===== src/rtl/alu_pkg.sv =====
// rtl/alu_pkg.sv - shared types for the ALU shift execution unit
package alu_pkg;

  localparam int MODE_W = 3;

  typedef enum logic [MODE_W-1:0] {
    SLL = 3'd0,
    SRL = 3'd1,
    SRA = 3'd2,
    ROL = 3'd3,
    ROR = 3'd4
  } shift_mode_e;

endpackage


===== src/rtl/shift_stage.sv =====
// rtl/shift_stage.sv - one registered barrel-shifter level, shifting by 2**STAGE when its shamt bit is set
module shift_stage
  import alu_pkg::*;
#(
  parameter int WIDTH = 32,
  parameter int TAG_W = 4,
  parameter int STAGE = 0,
  localparam int SHAMT_W = $clog2(WIDTH)
) (
  input  logic               clk,
  input  logic               rst_n,
  input  logic               en,
  input  logic               in_valid,
  input  logic [WIDTH-1:0]   in_data,
  input  logic [SHAMT_W-1:0] in_shamt,
  input  logic [MODE_W-1:0]  in_mode,
  input  logic               in_sign,
  input  logic [TAG_W-1:0]   in_tag,
  output logic               out_valid,
  output logic [WIDTH-1:0]   out_data,
  output logic [SHAMT_W-1:0] out_shamt,
  output logic [MODE_W-1:0]  out_mode,
  output logic               out_sign,
  output logic [TAG_W-1:0]   out_tag,
  output logic [WIDTH-1:0]   res_d
);

  localparam int N = 2 ** STAGE;

  logic [WIDTH-1:0]   fill_mask;
  logic [WIDTH-1:0]   shifted;
  logic               valid_d, valid_q;
  logic [WIDTH-1:0]   data_d, data_q;
  logic [SHAMT_W-1:0] shamt_d, shamt_q;
  logic [MODE_W-1:0]  mode_d, mode_q;
  logic               sign_d, sign_q;
  logic [TAG_W-1:0]   tag_d, tag_q;

  // SRA fills from the operand's original sign, carried down the pipe
  assign fill_mask = ~({WIDTH{1'b1}} >> N);

  always_comb begin
    shifted = in_data;
    if (in_shamt[STAGE]) begin
      case (in_mode)
        SLL:     shifted = in_data << N;
        SRL:     shifted = in_data >> N;
        SRA:     shifted = (in_data >> N) | (in_sign ? fill_mask : '0);
        ROL:     shifted = (in_data << N) | (in_data >> (WIDTH - N));
        ROR:     shifted = (in_data >> N) | (in_data << (WIDTH - N));
        default: shifted = in_data;
      endcase
    end
  end

  always_comb begin
    valid_d = valid_q;
    data_d  = data_q;
    shamt_d = shamt_q;
    mode_d  = mode_q;
    sign_d  = sign_q;
    tag_d   = tag_q;
    if (en) begin
      valid_d = in_valid;
      data_d  = shifted;
      shamt_d = in_shamt;
      mode_d  = in_mode;
      sign_d  = in_sign;
      tag_d   = in_tag;
    end
  end

  always_ff @(posedge clk) begin
    if (!rst_n) begin
      valid_q <= 1'b0;
      data_q  <= '0;
      shamt_q <= '0;
      mode_q  <= '0;
      sign_q  <= 1'b0;
      tag_q   <= '0;
    end else begin
      valid_q <= valid_d;
      data_q  <= data_d;
      shamt_q <= shamt_d;
      mode_q  <= mode_d;
      sign_q  <= sign_d;
      tag_q   <= tag_d;
    end
  end

  assign res_d     = shifted;
  assign out_valid = valid_q;
  assign out_data  = data_q;
  assign out_shamt = shamt_q;
  assign out_mode  = mode_q;
  assign out_sign  = sign_q;
  assign out_tag   = tag_q;

endmodule


===== src/rtl/shift_pipe.sv =====
// rtl/shift_pipe.sv - pipelined barrel shifter/rotator with valid/ready handshake and global stall
module shift_pipe
  import alu_pkg::*;
#(
  parameter int WIDTH = 32,
  parameter int TAG_W = 4,
  localparam int SHAMT_W = $clog2(WIDTH)
) (
  input  logic              clk,
  input  logic              rst_n,
  input  logic              in_valid,
  output logic              in_ready,
  input  logic [WIDTH-1:0]  A,
  input  logic [WIDTH-1:0]  B,
  input  logic [2:0]        mode,
  input  logic [TAG_W-1:0]  in_tag,
  output logic              out_valid,
  input  logic              out_ready,
  output logic [WIDTH-1:0]  S,
  output logic              zero,
  output logic [TAG_W-1:0]  out_tag
);

  logic stall;
  logic en;

  logic               valid0_d, valid0_q;
  logic [WIDTH-1:0]   data0_d, data0_q;
  logic [SHAMT_W-1:0] shamt0_d, shamt0_q;
  logic [MODE_W-1:0]  mode0_d, mode0_q;
  logic               sign0_d, sign0_q;
  logic [TAG_W-1:0]   tag0_d, tag0_q;
  logic               zero_d, zero_q;

  logic               valid_c [0:SHAMT_W];
  logic [WIDTH-1:0]   data_c  [0:SHAMT_W];
  logic [SHAMT_W-1:0] shamt_c [0:SHAMT_W];
  logic [MODE_W-1:0]  mode_c  [0:SHAMT_W];
  logic               sign_c  [0:SHAMT_W];
  logic [TAG_W-1:0]   tag_c   [0:SHAMT_W];
  logic [WIDTH-1:0]   last_res;

  assign stall    = out_valid && !out_ready;
  assign en       = !stall;
  assign in_ready = !stall;

  // Operand capture; an idle accepting cycle loads a bubble
  always_comb begin
    valid0_d = valid0_q;
    data0_d  = data0_q;
    shamt0_d = shamt0_q;
    mode0_d  = mode0_q;
    sign0_d  = sign0_q;
    tag0_d   = tag0_q;
    if (en) begin
      valid0_d = in_valid;
      data0_d  = A;
      shamt0_d = B[SHAMT_W-1:0];
      mode0_d  = mode;
      sign0_d  = A[WIDTH-1];
      tag0_d   = in_tag;
    end
  end

  always_comb begin
    zero_d = zero_q;
    if (en) zero_d = (last_res == '0);
  end

  always_ff @(posedge clk) begin
    if (!rst_n) begin
      valid0_q <= 1'b0;
      data0_q  <= '0;
      shamt0_q <= '0;
      mode0_q  <= '0;
      sign0_q  <= 1'b0;
      tag0_q   <= '0;
      zero_q   <= 1'b0;
    end else begin
      valid0_q <= valid0_d;
      data0_q  <= data0_d;
      shamt0_q <= shamt0_d;
      mode0_q  <= mode0_d;
      sign0_q  <= sign0_d;
      tag0_q   <= tag0_d;
      zero_q   <= zero_d;
    end
  end

  assign valid_c[0] = valid0_q;
  assign data_c[0]  = data0_q;
  assign shamt_c[0] = shamt0_q;
  assign mode_c[0]  = mode0_q;
  assign sign_c[0]  = sign0_q;
  assign tag_c[0]   = tag0_q;

  for (genvar i = 0; i < SHAMT_W; i++) begin : g_stage
    logic [WIDTH-1:0] res_w;

    shift_stage #(
      .WIDTH (WIDTH),
      .TAG_W (TAG_W),
      .STAGE (i)
    ) u_stage (
      .clk       (clk),
      .rst_n     (rst_n),
      .en        (en),
      .in_valid  (valid_c[i]),
      .in_data   (data_c[i]),
      .in_shamt  (shamt_c[i]),
      .in_mode   (mode_c[i]),
      .in_sign   (sign_c[i]),
      .in_tag    (tag_c[i]),
      .out_valid (valid_c[i+1]),
      .out_data  (data_c[i+1]),
      .out_shamt (shamt_c[i+1]),
      .out_mode  (mode_c[i+1]),
      .out_sign  (sign_c[i+1]),
      .out_tag   (tag_c[i+1]),
      .res_d     (res_w)
    );

    if (i == SHAMT_W - 1) begin : g_last
      assign last_res = res_w;
    end else begin : g_mid
      logic unused_res;
      assign unused_res = ^res_w;
    end
  end

  logic unused_tail;
  assign unused_tail = ^{B[WIDTH-1:SHAMT_W], shamt_c[SHAMT_W], mode_c[SHAMT_W], sign_c[SHAMT_W]};

  assign out_valid = valid_c[SHAMT_W];
  assign S         = data_c[SHAMT_W];
  assign out_tag   = tag_c[SHAMT_W];
  assign zero      = zero_q;

endmodule


===== config.mk =====
export PLATFORM = sky130hd
export DESIGN_NAME = shift_pipe
export DESIGN_NICKNAME = d
export VERILOG_FILES = /design/src/rtl/alu_pkg.sv /design/src/rtl/shift_stage.sv /design/src/rtl/shift_pipe.sv
export SDC_FILE = /design/constraint.sdc
export NUM_CORES = 1
export LEC_CHECK = 0
export CORE_MARGIN = 2
export CORE_UTILIZATION = 60
export CTS_CLUSTER_DIAMETER = 150
export DETAILED_ROUTE_END_ITERATION = 7
export GPL_TIMING_DRIVEN = 0
export PLACE_DENSITY = 0.93
export SLEW_MARGIN = 20
export SYNTH_ARGS = -nofsm -noshare
export SYNTH_HDL_FRONTEND = slang
export SYNTH_HIERARCHICAL = 1
export SYNTH_SLANG_ARGS = --single-unit
export TNS_END_PERCENT = 5

===== constraint.sdc =====
create_clock -name clk -period 2.31 [get_ports clk]
set_clock_uncertainty 0.05 [all_clocks]
set_input_delay 0.693 -clock clk [delete_from_list [all_inputs] [get_ports clk]]
set_output_delay 0.693 -clock clk [all_outputs]
set_load 0.05 [all_outputs]

==> out/results.ini <==
[placed_design]
io_buffers=86
gp_congestion=0.948
dpl_worst_slack_ns=-1.11
dpl.hpwl_um=34700
placed_cell_area_mm2=0.0170
placedCellCount=2213

[clock_network]
path_clk_slew_ns=0.06
cts_sinks=257
cts_tree=done
htree_levels=1
cts_buffers=28
insertion_delay_ns=0.57
cts.root.buffer_cell=clkbuf_16
cts_buffer_depth=3

[timing]
fmax_mhz=418
slew-limit-headroom_pct=50.1
tns_ns=-0.0841
rsz0062_at_grt=yes
post-route-period-util_pct=104
hold_violations=0
min_period_ns=2.39
maxSlewViolCount=0
worst_pin_slew_ns=0.749
fin_ws_ns=-0.0841
setup_viol=1

[detailed_routing]
routed_via_density=6.65
first_pass_iters=8
wirelength_um=48900
ant_nets=0
drcViolationCount=1
num_vias=15107
wire_per_inst_um=21.5
drtIter0Drc=1685

[finish]
insertedDiodeCount=0
fill_cells=1938
fin_nets=1991
final_cells=2271
final_cell_area_mm2=0.0182
drive_above_1_share_pct=17.1
post-route-util_pct=70.4
area_growth_pct=16.0

[synth]
yosys_warnings=6
synth.avg_cell_area_um2=8.75
syn_nets=1867
syn_inst=1792
syn_area_mm2=0.0157

[worst_setup_path]
cp-end-kind=flip-flop
crit_type=flip-flop to flip-flop
arrival_ns=2.82
critPathLaunchType=flip-flop
cp.required_ns=2.74
worstPathMaxFanout=10

[pwr]
p_sw_uw=3010
p_sw_share_pct=27.6
p_leak_uw=0.00763
pwr-share-seq_pct=45.3
ir_drop_mv=0.711
p_comb_share_pct=13.7
p_clk_share_pct=41.0
p_int_uw=7880
p_per_area_mw_per_mm2=598

[outcome]
violations=DRC, setup timing
run_status=complete, but fails checks

[floorplanning]
rows=59
initial_utilization_pct=60.7
dieArea_mm2=0.0274
core-area_mm2=0.0258
die_height_um=166
io_pins=114
dieWidth_um=166

[global_routing]
overflow=0
grt_usage_pct=33.5
grt_pass1_wl_um=76800
grt_max_degree=25
grt_pass1_vias=14579
antenna_found_initial=0

[flow_run]
maxCapViolations=0

[min_path]
worstHoldPathType=flip-flop to flip-flop

==> per-stage QoR <==
| step | hold WS [ns] | power, uW |
|---|---|---|
| 2_1_floorplan | 0.380 | 5960 |
| 3_3_place_gp | 0.395 | 6390 |
| 3_5_place_dp | 0.401 | 6440 |
| 4_1_cts | 0.410 | 10900 |
| 5_1_grt | 0.439 | 11200 |
| 6_report | 0.409 | 10900 |
==> flip-flops by register name (all words and copies together), names as in the netlist <==
| signal | count |
|---|---|
| tag0_q | 4 |
| valid0_q | 1 |
| g_stage.u_stage/out_mode | 12 |
| data0_q | 32 |
| g_stage.u_stage/out_shamt | 10 |
| g_stage.u_stage/out_data | 160 |
| g_stage.u_stage/out_valid | 5 |
| g_stage.u_stage/out_sign | 4 |
| mode0_q | 3 |
| g_stage.u_stage/out_tag | 20 |
| shamt0_q | 5 |
| zero | 1 |
==> timing repair <==
action / CTS / global route
pin swaps: 10 / 5
hold endpoints to repair: 0 / 0
hold buffers: 0 / 0
setup buffers: 6 / 4
cloned: 1 / 1
endpoints found under the setup margin: 212 / 67
gates resized for setup: 99 / 34
==> worst max-delay path: stages (launching register included) <==
cell,delay (ns)
dfxtp_4,0.41
or3b_1,0.36
buf_4,0.17
buf_6,0.16
nor2_4,0.13
nor3_4,0.06
nor4b_2,0.29
nand4_1,0.30
o31ai_4,0.37
==> worst paths after layout <==
kind / startpoint / endpoint / slack [ns] / depth (start not counted)
min: tag0_q[1] / tag0_q[1] / 0.41 / 2
max reg2reg: g_stage[3].u_stage/out_shamt[4] / zero / -0.08 / 8
max: g_stage[3].u_stage/out_shamt[4] / zero / -0.08 / 8
min reg2reg: tag0_q[1] / tag0_q[1] / 0.41 / 2
==> cell usage in the layout, fill, tap and decap left out, drive strengths merged, types with 10 or more instances in the layout <==
cell type      count
a211oi            69
a21bo             16
a21boi            47
a21oi            145
a22o              68
a22oi             40
a31oi             31
a32o              10
a41oi             17
buf              112
clkbuf           124
clkdlybuf4s50     45
clkinv            11
dfxtp            257
dlygate4sd2       38
inv               32
mux2              16
mux2i            175
nand2            116
nand2b            31
nand3             35
nand3b            27
nor2             129
nor2b             60
nor3              18
nor4bb            13
o211ai            27
o21a              16
o21ai            108
o221ai            10
o22ai             11
o41ai             16
==> routing by layer <==
| metal | part of all wire [%] | up-vias | global-route usage [%] |
|---|---|---|---|
| met5 | 0 | - | 0 |
| met4 | 5.4 | 0 | 18.1 |
| met3 | 7.3 | 214 | 4.18 |
| met2 | 48 | 843 | 57.6 |
| met1 | 39 | 7154 | 40.9 |
| li1 | - | 6896 | - |
==> power groups by stage <==
stage / registers, uW / logic [uW] / clock network [uW]
floorplan: 4940 / 1020 / 0
global placement: 5010 / 1380 / 0
detailed placement: 5010 / 1420 / 0
CTS: 4920 / 1450 / 4490
global route: 4950 / 1590 / 4660
finish: 4930 / 1490 / 4470
==> layout make-up <==
class	count	area (um2)	share of cell area, %
clock inverters	14	151	0.832
inverters	32	123	0.674
repair buffers	98	943	5.18
clock buffers	36	771	4.24
plain buffers	186	1080	5.95
well taps	335	419	2.30
multi-input cells	1313	9550	52.5
flip-flops and latches	257	5150	28.3
No activity file was read; power rests on OpenSTA's default activity.
==> edit, RTL diff (same settings) <==
Reset style: asynchronous (`rst_n`), changed in 2 clocked blocks.
--- a/src/rtl/shift_stage.sv
+++ b/src/rtl/shift_stage.sv
@@ -70,7 +70,7 @@
     end
   end
 
-  always_ff @(posedge clk) begin
+  always_ff @(posedge clk or negedge rst_n) begin
     if (!rst_n) begin
       valid_q <= 1'b0;
       data_q  <= '0;
--- a/src/rtl/shift_pipe.sv
+++ b/src/rtl/shift_pipe.sv
@@ -67,7 +67,7 @@
     if (en) zero_d = (last_res == '0);
   end
 
-  always_ff @(posedge clk) begin
+  always_ff @(posedge clk or negedge rst_n) begin
     if (!rst_n) begin
       valid0_q <= 1'b0;
       data0_q  <= '0;
Behaviour: differs if rst_n is asserted again (counterexample within 4 cycles, from zero or initial values and one cycle with rst_n low); with rst_n held inactive, the same outputs for 4 cycles.
==> edit against the original RTL <==
- area after synthesis decreased by 4.3%
- cell area decreased by 3.8%
- routed wire length decreased by 12%
- sequential cell count unchanged
- first-iteration DRC count increased by 19%
- setup slack got worse by 0.035 ns
- the flow finishes with violations (setup timing)
Power is not compared: it rests on default switching activity, and its combinational part moved more than twofold at a synthesized area within 25%.
==> edit: results (changes against the original RTL) <==
STA:
- The worst hold slack across all endpoints was 0.0510 ns (-0.358 ns).
- The final worst setup slack was -0.119 ns (-0.0354 ns).
- The relative max-transition margin was 0.615 (+0.114).
- The final count of hold timing violations came to 0 (unchanged).
- The number of setup violations in the final report came to 1 (unchanged).

Final layout:
- The final-layout fill cell count came to 1,574 (-19%).
- The count of antenna diodes in the layout is 0 (unchanged).
- The final-stage net count was 1,604 (-19%).
- The fraction of layout cells with a size suffix above 1 is 0.300 (+0.129).

Die:
- The area of the die is 0.0263 mm2 (-4.2%).

Clock tree:
- The depth of the CTS H-tree is 1 (unchanged).
- The clock latency reported for the late side of the worst-skew pair is about 0.56 ns.
- The CTS root buffer is clkbuf_16.
- The maximum clock path buffer count was 3 (unchanged).
- The total of hold buffers inserted after clock tree synthesis is 0 (unchanged).
- After clock tree synthesis, the clock-pin slew on the worst setup and hold paths is 0.07 ns.
- The number of gates resized after cts came to 59 (-40%).
- The total clock buffers created by CTS came to 27 (-3.6%).
- The number of buffers added for setup after CTS is 5 (-1).

Global routing:
- The global router's overall resource usage is 0.320 (-0.0152).
- The met3 track utilization from global routing was 0.0526 (+0.0108).
- The largest net degree at the start of global routing is 105 (+320%).
- The met2 track utilization from global routing came to 0.542 (-0.0337).
- The first-pass GRT wire length is 67,900 um (-12%).
- The global-route track usage on met1 is 0.418 (+0.00826).
- The via count of the first global-routing pass is 12,500 (-14%).
- The number of antenna violations at the first check in global routing is 0 (unchanged).

Critical path:
- The worst-case reg-to-reg path depth is 8 (unchanged).
- The critical path arrival is 2.83 ns (about the same).
- The largest stage delay on the critical path was 0.62 ns (+0.21 ns).
- The worst register-to-register path begins at g_stage[3].u_stage/out_mode[2].
- STA classifies the critical path startpoint as a flip-flop.
- The library cell contributing the largest single delay on the critical path is or4b_4.
- The top fanout value on the critical path is 8 (-2).
- In this run the worst setup path terminates at zero.
- The cell family with the largest share of critical-path delay is simple AND/OR/NAND/NOR gates.

Detailed routing:
- The DRC violation total after the first TritonRoute iteration came to 2,012 (+19%).
- The detailed-routing iteration count for the pre-antenna-repair pass is 6 (-2).
- The routed length on met2 is 21,000 um (-11%).
- The via-per-instance ratio is 6.88 (+3.4%).
- The average wire length per cell after detail routing is 23.1 um (+7.2%).
- The routed length on met1 is 16,800 um (-12%).
- After detailed routing, no signal wire sits above met4.
- The length of routed met3 wiring is 3610 um (+1.7%).

Worst hold path:
- The type of the most critical hold path is input pin to asynchronous set/reset pin.

Status:
- The flow ran to the end, but the final reports show violations.
- The final reports fail on setup timing.

Yosys:
- The count of warnings emitted by yosys is 6 (unchanged).
- The net count after synthesis came to 1,472 (-21%).

Pwr:
- Of the total power, the clock network draws 0.137.
- VDD sags by at most 0.00106 V.
- The dominant power group is combinational cells.
- The fraction of power spent switching nets is 0.453.

Place:
- The HPWL after detailed placement is 29,500 um (-15%).
- The post-placement setup slack is -1.13 ns (-0.0210 ns).
- The instance area at placement is 0.0164 mm2 (-3.4%).
- The final weighted congestion in routability-driven placement is 0.958 (+1.1%).
edit: through the flow:
step / utilization / total power [W] / cells / setup TNS (ns)
after floorplan: - / 0.0213 / 1397 / -1.03
after global placement: 0.667 / 0.0252 / 1807 / -2672.99
after detailed placement: 0.670 / 0.0259 / 1809 / -124.70
after CTS: 0.707 / 0.0303 / 1862 / -0.378
after global routing: 0.716 / 0.0329 / 1872 / -0.203
final: 0.716 / 0.0314 / 1872 / -0.119
edit: cell type report:
| cell class | count | area [um2] | area share |
|---|---|---|---|
| well taps | 324 | 405 | 0.0232 |
| plain buffers | 134 | 940 | 0.0537 |
| flip-flops and latches | 257 | 6430 | 0.368 |
| multi-input cells | 992 | 7770 | 0.444 |
| clock buffers | 41 | 818 | 0.0468 |
| inverters | 11 | 45.0 | 0.00257 |
| clock inverters | 7 | 56.3 | 0.00322 |
| repair buffers | 106 | 1030 | 0.0589 |
